==> config.mk <==
export PLATFORM = sky130hd
export DESIGN_NAME = jpeg_byte_stuffer
export DESIGN_NICKNAME = d
export VERILOG_FILES = /design/src/rtl/jpeg_pkg.sv /design/src/rtl/jpeg_bit_acc.sv /design/src/rtl/jpeg_byte_stuffer.sv
export SDC_FILE = /design/constraint.sdc
export NUM_CORES = 1
export LEC_CHECK = 0
export ABC_AREA = 1
export CAP_MARGIN = 20
export CORE_MARGIN = 2
export CORE_UTILIZATION = 45
export DETAILED_ROUTE_END_ITERATION = 12
export GPL_ROUTABILITY_DRIVEN = 0
export GPL_TIMING_DRIVEN = 1
export PLACE_DENSITY_LB_ADDON = 0.15
export SLEW_MARGIN = 40
export SYNTH_ARGS = -nofsm -noshare
export SYNTH_HDL_FRONTEND = slang
export SYNTH_SLANG_ARGS = --single-unit
==> constraint.sdc <==
create_clock -name clk -period 3.5 [get_ports clk]
set_input_delay 0.7 -clock clk [delete_from_list [all_inputs] [get_ports clk]]
set_output_delay 0.7 -clock clk [all_outputs]
set_load 0.005 [all_outputs]
==> src/rtl/jpeg_pkg.sv <==
// Shared constants and state type for the JPEG entropy-coder output stages.
package jpeg_pkg;
  localparam int MAX_LEN = 16;
  localparam int ACC_W   = 32;
  localparam int FILL_W  = $clog2(ACC_W + 1);
  localparam logic [7:0] BYTE_FF    = 8'hFF;
  localparam logic [7:0] STUFF_BYTE = 8'h00;

  typedef enum logic [1:0] {RUN, PAD, DRAIN, DONE} stuff_state_t;
endpackage

==> src/rtl/jpeg_bit_acc.sv <==
// MSB-aligned bit accumulator: merges code words below the fill point,
// shifts out whole bytes and pads a partial final byte with 1s.
module jpeg_bit_acc
  import jpeg_pkg::*;
(
  input  logic              clk,
  input  logic              reset,
  input  logic              accept,
  input  logic [15:0]       code,
  input  logic [4:0]        len,
  input  logic              pop,
  input  logic              pad,
  output logic [7:0]        top_byte,
  output logic [FILL_W-1:0] fill
);
  logic [ACC_W-1:0]  acc;
  logic [ACC_W-1:0]  ones;
  logic [ACC_W-1:0]  acc_shift;
  logic [ACC_W-1:0]  code_ext;
  logic [ACC_W-1:0]  merge;
  logic [ACC_W-1:0]  pad_mask;
  logic [FILL_W-1:0] fill_base;
  logic [FILL_W-1:0] fill_p7;
  logic [FILL_W-1:0] fill_round;
  logic [FILL_W:0]   sh;

  // Pop happens before merge so the new code lands below the post-shift fill.
  always_comb begin
    ones       = '1;
    acc_shift  = pop ? (acc << 8) : acc;
    fill_base  = pop ? (fill - FILL_W'(8)) : fill;
    code_ext   = ACC_W'(code) & ~(ones << len);
    sh         = (FILL_W+1)'(ACC_W) - {1'b0, fill_base} - (FILL_W+1)'(len);
    merge      = accept ? (code_ext << sh) : '0;
    fill_p7    = fill + FILL_W'(7);
    fill_round = {fill_p7[FILL_W-1:3], 3'b000};
    pad_mask   = (ones >> fill) & ~(ones >> fill_round);
  end

  always_ff @(posedge clk) begin
    if (!reset) begin
      acc  <= '0;
      fill <= '0;
    end else if (pad) begin
      acc  <= acc | pad_mask;
      fill <= fill_round;
    end else begin
      acc  <= acc_shift | merge;
      fill <= fill_base + (accept ? FILL_W'(len) : FILL_W'(0));
    end
  end

  assign top_byte = acc[ACC_W-1 -: 8];
endmodule

==> src/rtl/jpeg_byte_stuffer.sv <==
// Repacks variable-length code words into a byte stream with 0xFF/0x00 stuffing,
// 1-padding and a done pulse on flush.
module jpeg_byte_stuffer
  import jpeg_pkg::*;
(
  input  logic         clk,
  input  logic         reset,
  input  logic         in_valid,
  output logic         in_ready,
  input  logic [15:0]  in_code,
  input  logic [4:0]   in_len,
  input  logic         flush,
  output logic         out_valid,
  input  logic         out_ready,
  output logic [7:0]   out_byte,
  output logic         done,
  output stuff_state_t state_dbg
);
  // Both sides use valid/ready: a transfer happens on a cycle where valid and
  // ready are both high; a raised valid and its data hold until that cycle.
  stuff_state_t      state;
  logic              stuff_pend;
  logic [FILL_W-1:0] fill;
  logic [7:0]        top_byte;
  logic [4:0]        len_c;
  logic              accept;
  logic              hs;
  logic              pop;
  logic              emit_state;

  assign len_c      = (in_len > 5'd16) ? 5'd16 : in_len;
  assign in_ready   = reset && (state == RUN) && (fill <= FILL_W'(ACC_W - MAX_LEN));
  assign accept     = in_valid && in_ready;
  assign emit_state = (state == RUN) || (state == DRAIN);
  assign out_valid  = emit_state && (stuff_pend || (fill >= FILL_W'(8)));
  assign out_byte   = stuff_pend ? STUFF_BYTE : top_byte;
  assign hs         = out_valid && out_ready;
  assign pop        = hs && !stuff_pend;
  assign done       = (state == DONE);
  assign state_dbg  = state;

  jpeg_bit_acc u_acc (
    .clk      (clk),
    .reset    (reset),
    .accept   (accept),
    .code     (in_code),
    .len      (len_c),
    .pop      (pop),
    .pad      (state == PAD),
    .top_byte (top_byte),
    .fill     (fill)
  );

  always_ff @(posedge clk) begin
    if (!reset) begin
      state      <= RUN;
      stuff_pend <= 1'b0;
    end else begin
      if (hs && stuff_pend)
        stuff_pend <= 1'b0;
      else if (pop && (top_byte == BYTE_FF))
        stuff_pend <= 1'b1;

      case (state)
        RUN:     if (flush) state <= PAD;
        PAD:     state <= DRAIN;
        DRAIN:   if ((fill == '0) && !stuff_pend) state <= DONE;
        DONE:    state <= RUN;
        default: state <= RUN;
      endcase
    end
  end
endmodule

==> load_flow_metrics.sql <==
INSERT INTO impl_metrics (metric_group, metric, value, unit) VALUES
('timing', 'final_period_minus_worst_setup_slack', '3.393', 'ns'),
('worst_setup_path', 'cp.required', '3.73', 'ns'),
('timing', 'skew', '0.01757', 'ns'),
('cts', 'cts_tree', 'done', ''),
('pwr', 'p_comb_share', '80.8', '%'),
('logic_synthesis', 'postSynthNetCount', '808', ''),
('global_route', 'grt_overflow', '0', ''),
('logic_synthesis', 'synth_area', '4409', 'sq um'),
('placement', 'dpl_worst_slack', '-0.2571', 'ns'),
('cts', 'cts.sinks', '41', ''),
('worst_setup_path', 'cp_slowest_stage_delay', '0.43', 'ns'),
('finish', 'sequential_cell_area', '827.0', 'sq um'),
('logic_synthesis', 'yosys.cell_count.top_type', 'nand2_1', ''),
('finish', 'drive_gt1_share', '16.87', '%'),
('floorplan', 'design.portCount', '39', ''),
('worst_setup_path', 'cp_data_arrival_time', '3.62', 'ns'),
('pwr', 'netSwitchingFraction', '51.95', '%'),
('timing', 'max_freq', '0.2947', 'GHz'),
('logic_synthesis', 'async_reset_ff_share', '0', '%'),
('floorplan', 'die_x', '103.0', 'um'),
('placement', 'total_half_perimeter_wirelength_after_legalization_and_detailed_placement', '11.51', 'mm'),
('worst_setup_path', 'cp_cell_sequence', 'clkdlybuf4s50_1 > inv_1 > nand2_1 > nor3_2 > o21ai_1 > ha_1 > ha_1 > fa_1 > a21oi_2 > o21bai_1 > xor2_2 > nor2_8 > nand2_1 > o31ai_2 > nand2_1 > a21oi_1', ''),
('logic_synthesis', 'yosys-top-cells-count', '180 x nand2_1, 131 x nand3_1, 74 x inv_1', ''),
('finish', 'n_fill_cell', '953', ''),
('routing', 'drc_errors', '0', ''),
('worst_setup_path', 'timing.setup.critical_path_class', 'input pin to flop', ''),
('logic_synthesis', 'yosys.cell_types.count', '45', ''),
('finish', 'num-nets-final', '887', ''),
('pwr', 'p_sw', '3.289', 'mW'),
('finish', 'n_antenna_cell', '0', ''),
('finish', 'multi_input_area', '3241', 'sq um'),
('logic_synthesis', 'synth_top_cells_by_area', 'dfxtp_1 19%, nand2_1 15%, nand3_1 15%, a21oi_1 8.3%, ha_1 6.8%', ''),
('global_route', 'grt_antenna_before_repair', '0', ''),
('global_route', 'grt_util_all_layers', '28.38', '%'),
('min_path', 'min-delay-path-class', 'flop to flop', ''),
('routing', 'routed-via-count', '5543', ''),
('routing', 'route.final.wire_length', '15.30', 'mm'),
('timing', 'fin_crit_sh', '96.95', '%'),
('cts', 'cts_root_buf', 'clkbuf_8', ''),
('logic_synthesis', 'synth-seq-area-share', '18.62', '%'),
('timing', 'hold_violations', '0', ''),
('logic_synthesis', 'syn-mean-instance-area', '5.832', 'sq um'),
('timing', 'timing.max_slew.rel_slack', '61.97', '%'),
('logic_synthesis', 'synth_top_area_cell', 'dfxtp_1', ''),
('floorplan', 'fp.dieArea', '10610', 'sq um'),
('cts', 'clk_pin_slew_worst_paths', '0.08', 'ns'),
('worst_setup_path', 'critPathBufInv', '2', ''),
('floorplan', 'std_cell_rows', '36', ''),
('cts', 'cts_buffer_count', '5', ''),
('routing', 'post_drt_wl_per_cell', '15.79', 'um'),
('pwr', 'power_per_cell_area', '1113', 'nW/um^2'),
('global_route', 'first_global_vias', '4945', ''),
('timing', 'finalWorstSetupSlack', '0.1068', 'ns'),
('timing', 'setup_violations', '0', ''),
('finish', 'layout.cells.non_filler', '969', ''),
('pwr', 'vdd_ir_max', '569.4', 'uV'),
('routing', 'antenna_violating_nets_post_route', '0', ''),
('placement', 'post-place-cells', '952', ''),
('logic_synthesis', 'postSynth.topFlopCell', 'dfxtp_1', ''),
('pwr', 'share_seq_of_total_power', '12.7', '%'),
('floorplan', 'die_height', '103.0', 'um'),
('cts', 'clock_tree.htree_level_count', '2', ''),
('worst_setup_path', 'timing.critical_path.from_type', 'input pin', ''),
('logic_synthesis', 'synth_edf_count', '0', ''),
('timing', 'report.final.slew_viol_count', '0', ''),
('global_route', 'global_route_wire_length_before_repair', '23.92', 'mm'),
('timing', 'final.hold.worst_slack', '0.4964', 'ns'),
('worst_setup_path', 'cp_common_cell', 'nand2_1', ''),
('run_status', 'run_status', 'finished, final reports clean', ''),
('worst_setup_path', 'worstPathMaxFanout', '4', ''),
('timing', 'tightestPinTransition', '0.5696', 'ns');
-- power groups by stage --
stage	Combinational (mW)	Clock, mW	Sequential (mW)
after global routing	5.61	0.433	0.827
final	5.12	0.411	0.802
after floorplan	2.95	0	0.773
after CTS	4.49	0.408	0.791
after detailed placement	4.47	0	0.800
after global placement	4.41	0	0.794
-- through the flow --
step	util [%]	TNS, ns	total power [mW]
after floorplan	-	0	3.726
after global placement	55.13	-2.816	5.200
after detailed placement	55.13	-5.718	5.271
after CTS	56.35	0	5.694
after global routing	59.00	-0.4065	6.866
final	59.00	0	6.331
-- path summary, 6_finish.rpt --
check | startpoint | endpoint | cells past startpoint
worst min register to register | u_acc.acc[8] | u_acc.acc[8] | 2
worst min-delay path | u_acc.acc[8] | u_acc.acc[8] | 2
worst max-delay path | in_len[1] | u_acc.acc[17] | 16
worst max register to register | u_acc.fill[4] | u_acc.acc[26] | 22
-- cell type report --
| type | count | share of cell area, % |
|---|---|---|
| inverters | 84 | 5.721 |
| well taps | 133 | 2.926 |
| flip-flops and latches | 41 | 14.54 |
| clock buffers | 7 | 1.518 |
| clock inverters | 1 | 0.5281 |
| multi-input cells | 594 | 56.99 |
| repair buffers | 109 | 17.78 |
-- cells by family (layout without fill, tap and decap cells) --
logic type,Yosys count,in the layout,synth area share (%)
AOI/OAI and AO/OA,161,161,20.06
xor gates and xnor gates,5,5,1.163
adders and majority gates,26,26,7.719
buffers and inverters,121,201,10.87
DFF,41,41,18.62
and+or+nand+nor,402,402,41.57
-- worst reg2reg max path: cells and delay by family, from the launching register on --
family | cells | cell delay [ns]
AOI/OAI and AO/OA | 3 | 0.48
and+or+nand+nor | 13 | 1.46
DFF | 1 | 0.34
buffers and inverters | 4 | 0.49
adders and majority gates | 2 | 0.51
-- cells in the final DEF, fill, tap and decap left out, drive strengths merged, types with 24 or more instances in the layout --
master / netlist / layout
nand2: 185 / 185
nand3: 134 / 134
inv: 82 / 83
a21oi: 74 / 74
buf: 13 / 69
nor2: 58 / 58
o21ai: 56 / 56
dfxtp: 41 / 41
clkdlybuf4s50: 0 / 36
ha: 24 / 24
-- flip-flops by register name, summed over array words and instances, names as in the netlist --
| register | cells |
|---|---|
| stuff_pend | 1 |
| state_dbg | 2 |
| u_acc.acc | 32 |
| u_acc.fill | 6 |
-- repair_timing --
| item | 4_1_cts | 5_1_grt |
|---|---|---|
| pin swaps | 0 | 10 |
| setup buffers | 0 | 6 |
| resized for setup | 1 | 43 |
| gates cloned | 0 | 3 |
| setup endpoints to repair | 4 | 32 |
-- per-layer routing --
metal  up-vias  routed length [um]  GRT usage, %
met2       258                7076         45.75
met1      2543                6507         39.79
met5         -                   0             0
met3        46                1251         4.000
met4         0                 461         7.389
li1       2696                   -             -
Power figures use the tool's default switching activity.
